### src/rtl/branch_pkg.sv
// Shared branch/jump opcode codes, BHT counter type and helpers for the predictor slice.
// Pure declarations: no latency or backpressure of its own.
package branch_pkg;

    localparam logic [3:0] BJ_BEQ  = 4'b1000;
    localparam logic [3:0] BJ_BNE  = 4'b1001;
    localparam logic [3:0] BJ_JAL  = 4'b1011;
    localparam logic [3:0] BJ_BLT  = 4'b1100;
    localparam logic [3:0] BJ_BGE  = 4'b1101;
    localparam logic [3:0] BJ_BLTU = 4'b1110;
    localparam logic [3:0] BJ_BGEU = 4'b1111;

    typedef logic [1:0] bht_ctr_t;

    localparam bht_ctr_t SNT = 2'b00;
    localparam bht_ctr_t WNT = 2'b01;
    localparam bht_ctr_t WT  = 2'b10;
    localparam bht_ctr_t ST  = 2'b11;

    typedef struct packed {
        logic vld;
        logic taken;
        logic mispredict;
    } res_t;

    function automatic logic is_branch(input logic [3:0] bj_inst);
        logic hit;
        hit = 1'b0;
        case (bj_inst)
            BJ_BEQ, BJ_BNE, BJ_JAL, BJ_BLT, BJ_BGE, BJ_BLTU, BJ_BGEU: hit = 1'b1;
            default: hit = 1'b0;
        endcase
        return hit;
    endfunction

    function automatic bht_ctr_t ctr_update(input bht_ctr_t ctr, input logic taken);
        bht_ctr_t nxt;
        nxt = ctr;
        if (taken) begin
            if (ctr != ST) nxt = ctr + 2'b01;
        end else begin
            if (ctr != SNT) nxt = ctr - 2'b01;
        end
        return nxt;
    endfunction

endpackage

### src/rtl/branch_cmp.sv
// Branch/jump condition evaluator over XLEN-bit operands; purely combinational.
// Latency: 0 cycles; backpressure: none.
module branch_cmp
    import branch_pkg::*;
#(
    parameter int XLEN = 32
) (
    input  logic [XLEN-1:0] inA,
    input  logic [XLEN-1:0] inB,
    input  logic [3:0]      bj_inst,
    output logic            taken
);

    always_comb begin
        taken = 1'b0;
        case (bj_inst)
            BJ_BEQ:  taken = (inA == inB);
            BJ_BNE:  taken = (inA != inB);
            BJ_JAL:  taken = 1'b1;
            BJ_BLT:  taken = ($signed(inA) <  $signed(inB));
            BJ_BGE:  taken = ($signed(inA) >= $signed(inB));
            BJ_BLTU: taken = (inA <  inB);
            BJ_BGEU: taken = (inA >= inB);
            default: taken = 1'b0;
        endcase
    end

endmodule

### src/rtl/branch_predict_ctrl.sv
// Branch resolve + 2-bit BHT predictor with mispredict flag and saturating perf counters.
// Latency: prediction 0 cycles, resolve result 1 cycle; backpressure: none, one resolve per cycle.
module branch_predict_ctrl
    import branch_pkg::*;
#(
    parameter int       XLEN        = 32,
    parameter int       BHT_ENTRIES = 64,
    parameter int       PC_W        = 32,
    parameter int       CNT_W       = 16,
    parameter bht_ctr_t CTR_INIT    = WNT
) (
    input  logic             clk,
    input  logic             rst,
    input  logic [PC_W-1:0]  fetch_pc,
    output logic             fetch_pred_taken,
    input  logic             ex_valid,
    input  logic [PC_W-1:0]  ex_pc,
    input  logic [3:0]       ex_bj_inst,
    input  logic             ex_pred_taken,
    input  logic [XLEN-1:0]  inA,
    input  logic [XLEN-1:0]  inB,
    input  logic             flush,
    output logic             res_valid,
    output logic             res_taken,
    output logic             res_mispredict,
    output logic [CNT_W-1:0] br_count,
    output logic [CNT_W-1:0] mp_count
);

    localparam int IDX_W = $clog2(BHT_ENTRIES);

    bht_ctr_t         bht [BHT_ENTRIES];
    logic [IDX_W-1:0] fetch_idx;
    logic [IDX_W-1:0] ex_idx;
    logic             taken;
    logic             resolve;
    logic             mispredict;
    res_t             res_q;

    branch_cmp #(.XLEN(XLEN)) u_cmp (
        .inA     (inA),
        .inB     (inB),
        .bj_inst (ex_bj_inst),
        .taken   (taken)
    );

    // Word-aligned PCs: bits [1:0] and the bits above the index never select an entry.
    assign fetch_idx = fetch_pc[IDX_W+1:2];
    assign ex_idx    = ex_pc[IDX_W+1:2];

    logic unused_pc_bits;
    assign unused_pc_bits = ^{fetch_pc[PC_W-1:IDX_W+2], fetch_pc[1:0],
                              ex_pc[PC_W-1:IDX_W+2], ex_pc[1:0]};

    assign resolve    = ex_valid & ~flush & is_branch(ex_bj_inst);
    assign mispredict = taken ^ ex_pred_taken;

    // Read straight from the table: a same-cycle update is visible only after the edge.
    assign fetch_pred_taken = bht[fetch_idx][1];

    always_ff @(posedge clk or posedge rst) begin
        if (rst) begin
            for (int i = 0; i < BHT_ENTRIES; i++) begin
                bht[i] <= CTR_INIT;
            end
        end else if (resolve) begin
            bht[ex_idx] <= ctr_update(bht[ex_idx], taken);
        end
    end

    always_ff @(posedge clk or posedge rst) begin
        if (rst) begin
            res_q <= '0;
        end else begin
            res_q.vld        <= resolve;
            res_q.taken      <= resolve & taken;
            res_q.mispredict <= resolve & mispredict;
        end
    end

    assign res_valid      = res_q.vld;
    assign res_taken      = res_q.taken;
    assign res_mispredict = res_q.mispredict;

    always_ff @(posedge clk or posedge rst) begin
        if (rst) begin
            br_count <= '0;
            mp_count <= '0;
        end else if (resolve) begin
            if (br_count != {CNT_W{1'b1}}) br_count <= br_count + CNT_W'(1);
            if (mispredict && (mp_count != {CNT_W{1'b1}})) mp_count <= mp_count + CNT_W'(1);
        end
    end

endmodule

### config.mk
export PLATFORM = sky130hd
export DESIGN_NAME = branch_predict_ctrl
export DESIGN_NICKNAME = d
export VERILOG_FILES = /design/src/rtl/branch_pkg.sv /design/src/rtl/branch_cmp.sv /design/src/rtl/branch_predict_ctrl.sv
export SDC_FILE = /design/constraint.sdc
export NUM_CORES = 1
export LEC_CHECK = 0
export CORE_UTILIZATION = 40
export DETAILED_ROUTE_END_ITERATION = 7
export PLACE_DENSITY = 0.72
export SLEW_MARGIN = 20
export SYNTH_ARGS = -nofsm -noshare
export SYNTH_HDL_FRONTEND = slang
export SYNTH_HIERARCHICAL = 1
export SYNTH_SLANG_ARGS = --single-unit
### constraint.sdc
create_clock -name clk -period 10.8 [get_ports clk]
set_input_delay 2.16 -clock clk [delete_from_list [all_inputs] [get_ports clk]]
set_output_delay 2.16 -clock clk [all_outputs]
set_load 0.01 [all_outputs]
==> out/metrics.csv <==
stage,metric,value,unit
critical_path,r2r-start,bht[24],
die,fp.dieW,152,um
critical_path,critPathCaptureType,output pin,
power,p_clk_share,42.0,%
grt,met2_usage,34.3,%
critical_path,start_kind,input pin,
final_layout,multi_input_area,4510,um2
grt,overflow,0,
critical_path,endpoint,fetch_pred_taken,
timing,final.setup.tns,0,ps
route,drtIter0Drc,475,
yosys,synth-edff-count,0,
power,power_switching,393,uW
grt,use_met3,4.69,%
flow_run,max_cap_viol_count,0,
placed_design,numPortBuffers,120,
power,netSwitchingFraction,26.2,%
final_layout,finalNonFillerCells,1329,
clock_network,htreeDepth,4,
yosys,yosysWarnings,6,
final_layout,antenna_cells,0,
route,detail-route-antenna-nets,0,
critical_path,crit_arrival,5350,ps
power,pwr-share-comb,13.6,%
final_layout,drive_gt1_share,15.5,%
timing,rsz0062_at_grt,no,
yosys,syn_nets,1097,
critical_path,crit_required,8640,ps
timing,skew,13.8,ps
yosys,postSynthAreaPerCell,9.76,um2
timing,setup_viol,0,
timing,finalCriticalPeriod,7510,ps
placed_design,dp_cells,1297,
critical_path,reg2reg_depth,7,
yosys,yosys.area.top_type_share,27.4,%
grt,use_met1,26.7,%
grt,grt_util_all_layers,21.0,%
placed_design,post-dp-hpwl,16100,um
clock_network,insertion_delay,430,ps
yosys,ys_ff_latch,163,
grt,grt-busiest-layer,met2,
route,num_vias,7315,
yosys,synth_cell_types,60,
route,route.detailed.drc,1,
placed_design,gp_congestion,0.852,
clock_network,hold_buffers,0,
grt,grt_max_degree,84,
yosys,yosys-top-cells-area,"dfrtp_1, dfstp_2, nand2_1, mux4_2, ha_1",
yosys,synthArstFlopShare,100,%
power,vdd_drop_max,123,uV
die,coreArea,22000,um2
clock_network,clk_pin_slew_worst_paths,60,ps
die,chipHeight,152,um
die,std_cell_rows,54,
route,dr.pass1.iters,7,
clock_network,cts_resized,0,
power,internal_power,1.11,mW
final_layout,num-nets-final,1207,
critical_path,startpoint,fetch_pc[3],
grt,antenna_found_initial,0,
clock_network,post-cts-setup-buffers,0,
final_layout,nFillCells,2008,
clock_network,clock_sinks,163,
power,seq_power_share,44.4,%
critical_path,reg2reg_to,bht[13],
yosys,synthFlopType,dfrtp_1,
clock_network,root_buffer,clkbuf_16,
yosys,synthCells,926,
clock_network,cts_buffer_depth,2,
die,io_pins,173,
die,dieArea,23200,um2
timing,relSlewSlack,27.2,%
grt,grt_pass1_wl,38300,um
clock_network,cts_buffers,17,
power,powerDensity,135,nW/um2
die,start_util,41.0,%
clock_network,cts_tree,yes,
run_status,violations,design-rule violations,
timing,fmax,133,MHz
route,routed_wl,23200,um
timing,hold_violations,0,
yosys,syn-cell-area,9040,um2
timing,slew_viol_final,0,
critical_path,path_max_fanout,16,
critical_path,r2r_slack,7600,ps
worst_hold_path,hold_class,reg -> reg,
route,vias_per_cell,5.50,
grt,grt_pass1_vias,7283,
yosys,synth.largest_area_cell,dfrtp_1,
final_layout,area_delta_synth_final,22.7,%
run_status,status,"finished, violations left",
power,p_leak,4.50,nW
route,wl_per_cell,17.4,um
timing,worst_pin_slew,1080,ps
critical_path,critPathKind,in -> out,
yosys,ys_seq_area_share,46.0,%
final_layout,regArea,4160,um2
timing,period_share,69.5,%
[registers in the layout, summed over array words and instances (netlist names)]
signal          flops
br_count           16
bht               128
res_taken           1
mp_count           16
res_valid           1
res_mispredict      1
[critical path, stage by stage]
cell             delay (ps)
clkdlybuf4s50_1        1060
mux4_2                  620
mux4_2                  520
mux4_2                  490
clkdlybuf4s50_1         500
[cell type report]
| type | instances | share of cell area (%) |
|---|---|---|
| multi-input combinational | 670 | 40.6 |
| sequential | 163 | 37.5 |
| timing repair buffer | 129 | 11.4 |
| clock buffer | 19 | 3.90 |
| tap | 280 | 3.16 |
| inverter | 55 | 1.91 |
| clock inverter | 13 | 1.57 |
[cells by family (layout without fill, tap and decap cells)]
kind of cell / count (synthesis) / count (layout) / synth area share (%)
AND/OR/NAND/NOR: 340 / 340 / 17.2
flip-flops: 163 / 163 / 46.0
AO/OA/AOI/OAI: 197 / 197 / 12.6
multiplexers: 66 / 66 / 11.8
buffers and inverters: 93 / 216 / 4.33
XOR/XNOR: 31 / 31 / 3.00
adder cells (fa/ha/maj): 36 / 36 / 4.95
[worst min-delay path by stage]
stage,startpoint,to,slack [ps],cells after the start
finish,bht[30],bht[30],460,2
global route,bht[8],bht[8],480,2
CTS,bht[8],bht[8],460,2
detailed placement,bht[8],bht[8],450,2
global placement,bht[90],bht[90],450,2
floorplan,bht[32],bht[32],440,2
[power groups by stage]
stage | registers, mW | clock network (mW) | logic, mW
4_1_cts | 0.665 | 0.637 | 0.208
2_1_floorplan | 0.676 | 0 | 0.107
3_3_place_gp | 0.674 | 0 | 0.202
3_5_place_dp | 0.675 | 0 | 0.207
5_1_grt | 0.669 | 0.662 | 0.224
6_report | 0.666 | 0.630 | 0.205
[per-stage QoR]
step                      util, %  power [mW]  hold slack, ps  instance area (um2)  setup WS, ps
after floorplan                 -       0.783             442                 9040          4060
after global placement       47.6       0.876             448                10500          3350
after detailed placement     47.6       0.882             454                10500          3320
after CTS                    50.4        1.51             463                11100          3310
after global routing         50.4        1.56             477                11100          3240
final                        50.4        1.50             461                11100          3290
[synth_stat cells, types with 3 or more instances]
cell / number
xor2_1: 14
mux2i_1: 26
o2bb2ai_1: 4
mux2_2: 8
nor4_1: 3
o22ai_1: 9
a221oi_1: 6
nand3_1: 17
buf_4: 3
o21ai_1: 66
nor2b_1: 4
mux4_2: 32
a21oi_1: 11
nor3b_1: 4
o21ai_0: 70
clkbuf_1: 6
nand2b_1: 3
nor4_4: 3
buf_1: 4
buf_2: 17
ha_1: 34
dfrtp_1: 99
and3_1: 5
o32ai_1: 6
nand4_2: 3
xnor2_1: 17
nand2_1: 224
nor3_1: 10
inv_1: 55
dfstp_2: 64
nand4_1: 19
clkbuf_2: 8
nor2_1: 32
a211oi_1: 6
[layer usage]
metal | wire (um) | up-vias
li1 | - | 3499
met1 | 9800 | 3528
met2 | 11100 | 225
met3 | 1420 | 63
met4 | 820 | 0
met5 | 0 | -
[placed cells by master (no fill, tap or decap), types with 5 or more instances in the layout]
cell type,netlist,routed
o32ai_1,6,6
buf_4,3,8
clkdlybuf4s50_1,0,118
clkbuf_16,0,17
a21oi_1,11,11
a211oi_1,6,6
dfstp_2,64,64
nand4_1,19,19
inv_1,55,54
xor2_1,14,14
ha_1,34,34
nor2_1,32,32
nand2_1,224,224
a221oi_1,6,6
o22ai_1,9,9
nor3_1,10,7
and3_1,5,5
o21ai_1,66,66
nand3_1,17,17
o21ai_0,70,70
xnor2_1,17,17
dfrtp_1,99,99
mux2_2,8,8
mux4_2,32,32
mux2i_1,26,26
(Power assumes the default switching activity.)
==> variant: new RTL, same settings <==
`CNT_W`: 16 -> 20.
--- a/src/rtl/branch_predict_ctrl.sv
+++ b/src/rtl/branch_predict_ctrl.sv
@@ -8,3 +8,3 @@
     parameter int       PC_W        = 32,
-    parameter int       CNT_W       = 16,
+    parameter int       CNT_W       = 20,
     parameter bht_ctr_t CTR_INIT    = WNT
Interface: changed (resized br_count and mp_count); port bits go from 173 to 181. The function was not compared with the original's and may differ.
==> variant against the original RTL <==
Design area grew 6.8%. Fmax grew 3.3%. First-iteration DRC count grew 40%. Synthesized area grew 9.0%. Setup slack gained 0.24 ns. Routed wire length grew 11%. Sequential cell count grew 8. Utilization shrank 1.5 points. Clock skew shrank 0.0046 ns. Sequential power grew 9.0%. Power grew 3.7%. Sequential share of layout area shrank 0.68 points. Largest cell class unchanged. Highest routed layer unchanged.
==> variant: results (changes against the original RTL) <==
metric	value	unit	change
syn_nets	1211		+10%
seq_area_frac_synth	44.23	%	-1.8 points
antenna_found_initial	1		+1
dpl_cell_area	11300	um2	+7.7%
vias	8233		+13%
cpLargestDelayFamily	buffers and inverters		
outcome	finished clean		
synthTopCellsByCount	nor2_1 (152), nand2_1 (146), dfrtp_1 (107)		
critPathArrivalTime	5.11	ns	-0.24 ns
clk_path_buf_depth	2		unchanged
leakagePower	0.004838	uW	+7.4%
finalWeightedCongestion	0.8536		+0.19%
cts-htree-levels	4		unchanged
dp.cells	1447		+12%
post-place-ws	3.083	ns	-0.2390 ns
cts_buffers	17		unchanged
grt_max_degree	90		+7.1%
port_buffers	128		+6.7%
final_cells	1480		+11%
top_regs	bht (128), br_count (20), mp_count (20)		
dp_hpwl	17300	um	+7.6%
drive_gt1_share	14.29	%	-1.3 points
synth_cell_type_count	70		+17%
maxSlewHeadroom	23.37	%	-3.8 points
track_usage	20.88	%	-0.11 points
wl_per_cell	17.42	um	-0.11%
synth_area_leaders	dfrtp_1 (27%), dfstp_2 (17%), mux4_2 (7.1%), nor2_1 (5.8%), nand2_1 (5.6%)		
grt_pass1_wl	42170	um	+10%
first_pass_iters	8		+1
first_global_vias	8075		+11%
synth_flop_cell	dfrtp_1		
insertion_delay	0.43	ns	about the same
final_net_count	1313		+8.8%
peakVddDrop	122.1	uV	-0.57%
drtIter0Drc	666		+40%
skew	0.009115	ns	-0.004643 ns
postSynthCellCount	1040		+12%
max_stage_delay	1.03	ns	-0.03 ns
==> variant: cell types whose count changed in the layout (fill, tap and decap cells not counted), moves of 8 or more <==
| cell | change |
|---|---|
| nor2_1 | +120 |
| o31ai_1 | +8 |
| nand2_1 | -78 |
| a21oi_1 | +72 |
| nand3_1 | +11 |
| inv_1 | -10 |
| dfrtp_1 | +8 |
| o21ai_1 | -62 |
==> variant: final cells by class <==
class,count,area (um2)
inverter,48,186.4
clock buffer,18,429.2
clock inverter,14,112.6
multi-input combinational,770,5035
tap,324,405.4
fill,2251,12400
sequential,171,4359
timing repair buffer,134,1315
antenna,1,2.502
==> variant: layer usage <==
metal	share of wire [%]	vias up	track usage (%)
met5	0	-	0
met3	6.0	53	3.595
met4	2.6	0	8.173
met2	48	288	34.09
li1	-	3882	-
met1	43	4010	27.70
==> variant: cell families after synthesis <==
kind of cell,count (synthesis),synth area share [%]
mux,62,10.36
simple gates,416,19.56
flops,171,44.23
compound gates,217,13.04
xor+xnor,39,3.466
fa+ha+maj,36,4.532
buf+inv,99,4.812
==> variant: path summary, 6_finish.rpt <==
| kind | startpoint | to | slack (ns) | cells past startpoint |
|---|---|---|---|---|
| setup reg to reg | bht[85] | bht[60] | 7.55 | 7 |
| setup / recovery | fetch_pc[3] | fetch_pred_taken | 3.53 | 5 |
| hold reg to reg | bht[38] | bht[38] | 0.46 | 2 |
| min in group asynchronous | rst | mp_count[2] | 2.25 | 2 |
| max in group asynchronous | rst | bht[119] | 7.33 | 3 |
| hold / removal | bht[38] | bht[38] | 0.46 | 2 |
==> variant: where the power goes <==
part / total, uW / internal (uW) / switching, uW
Clock: 573 / 299 / 274
Sequential: 726 / 688 / 38.3
Combinational: 256 / 124 / 132
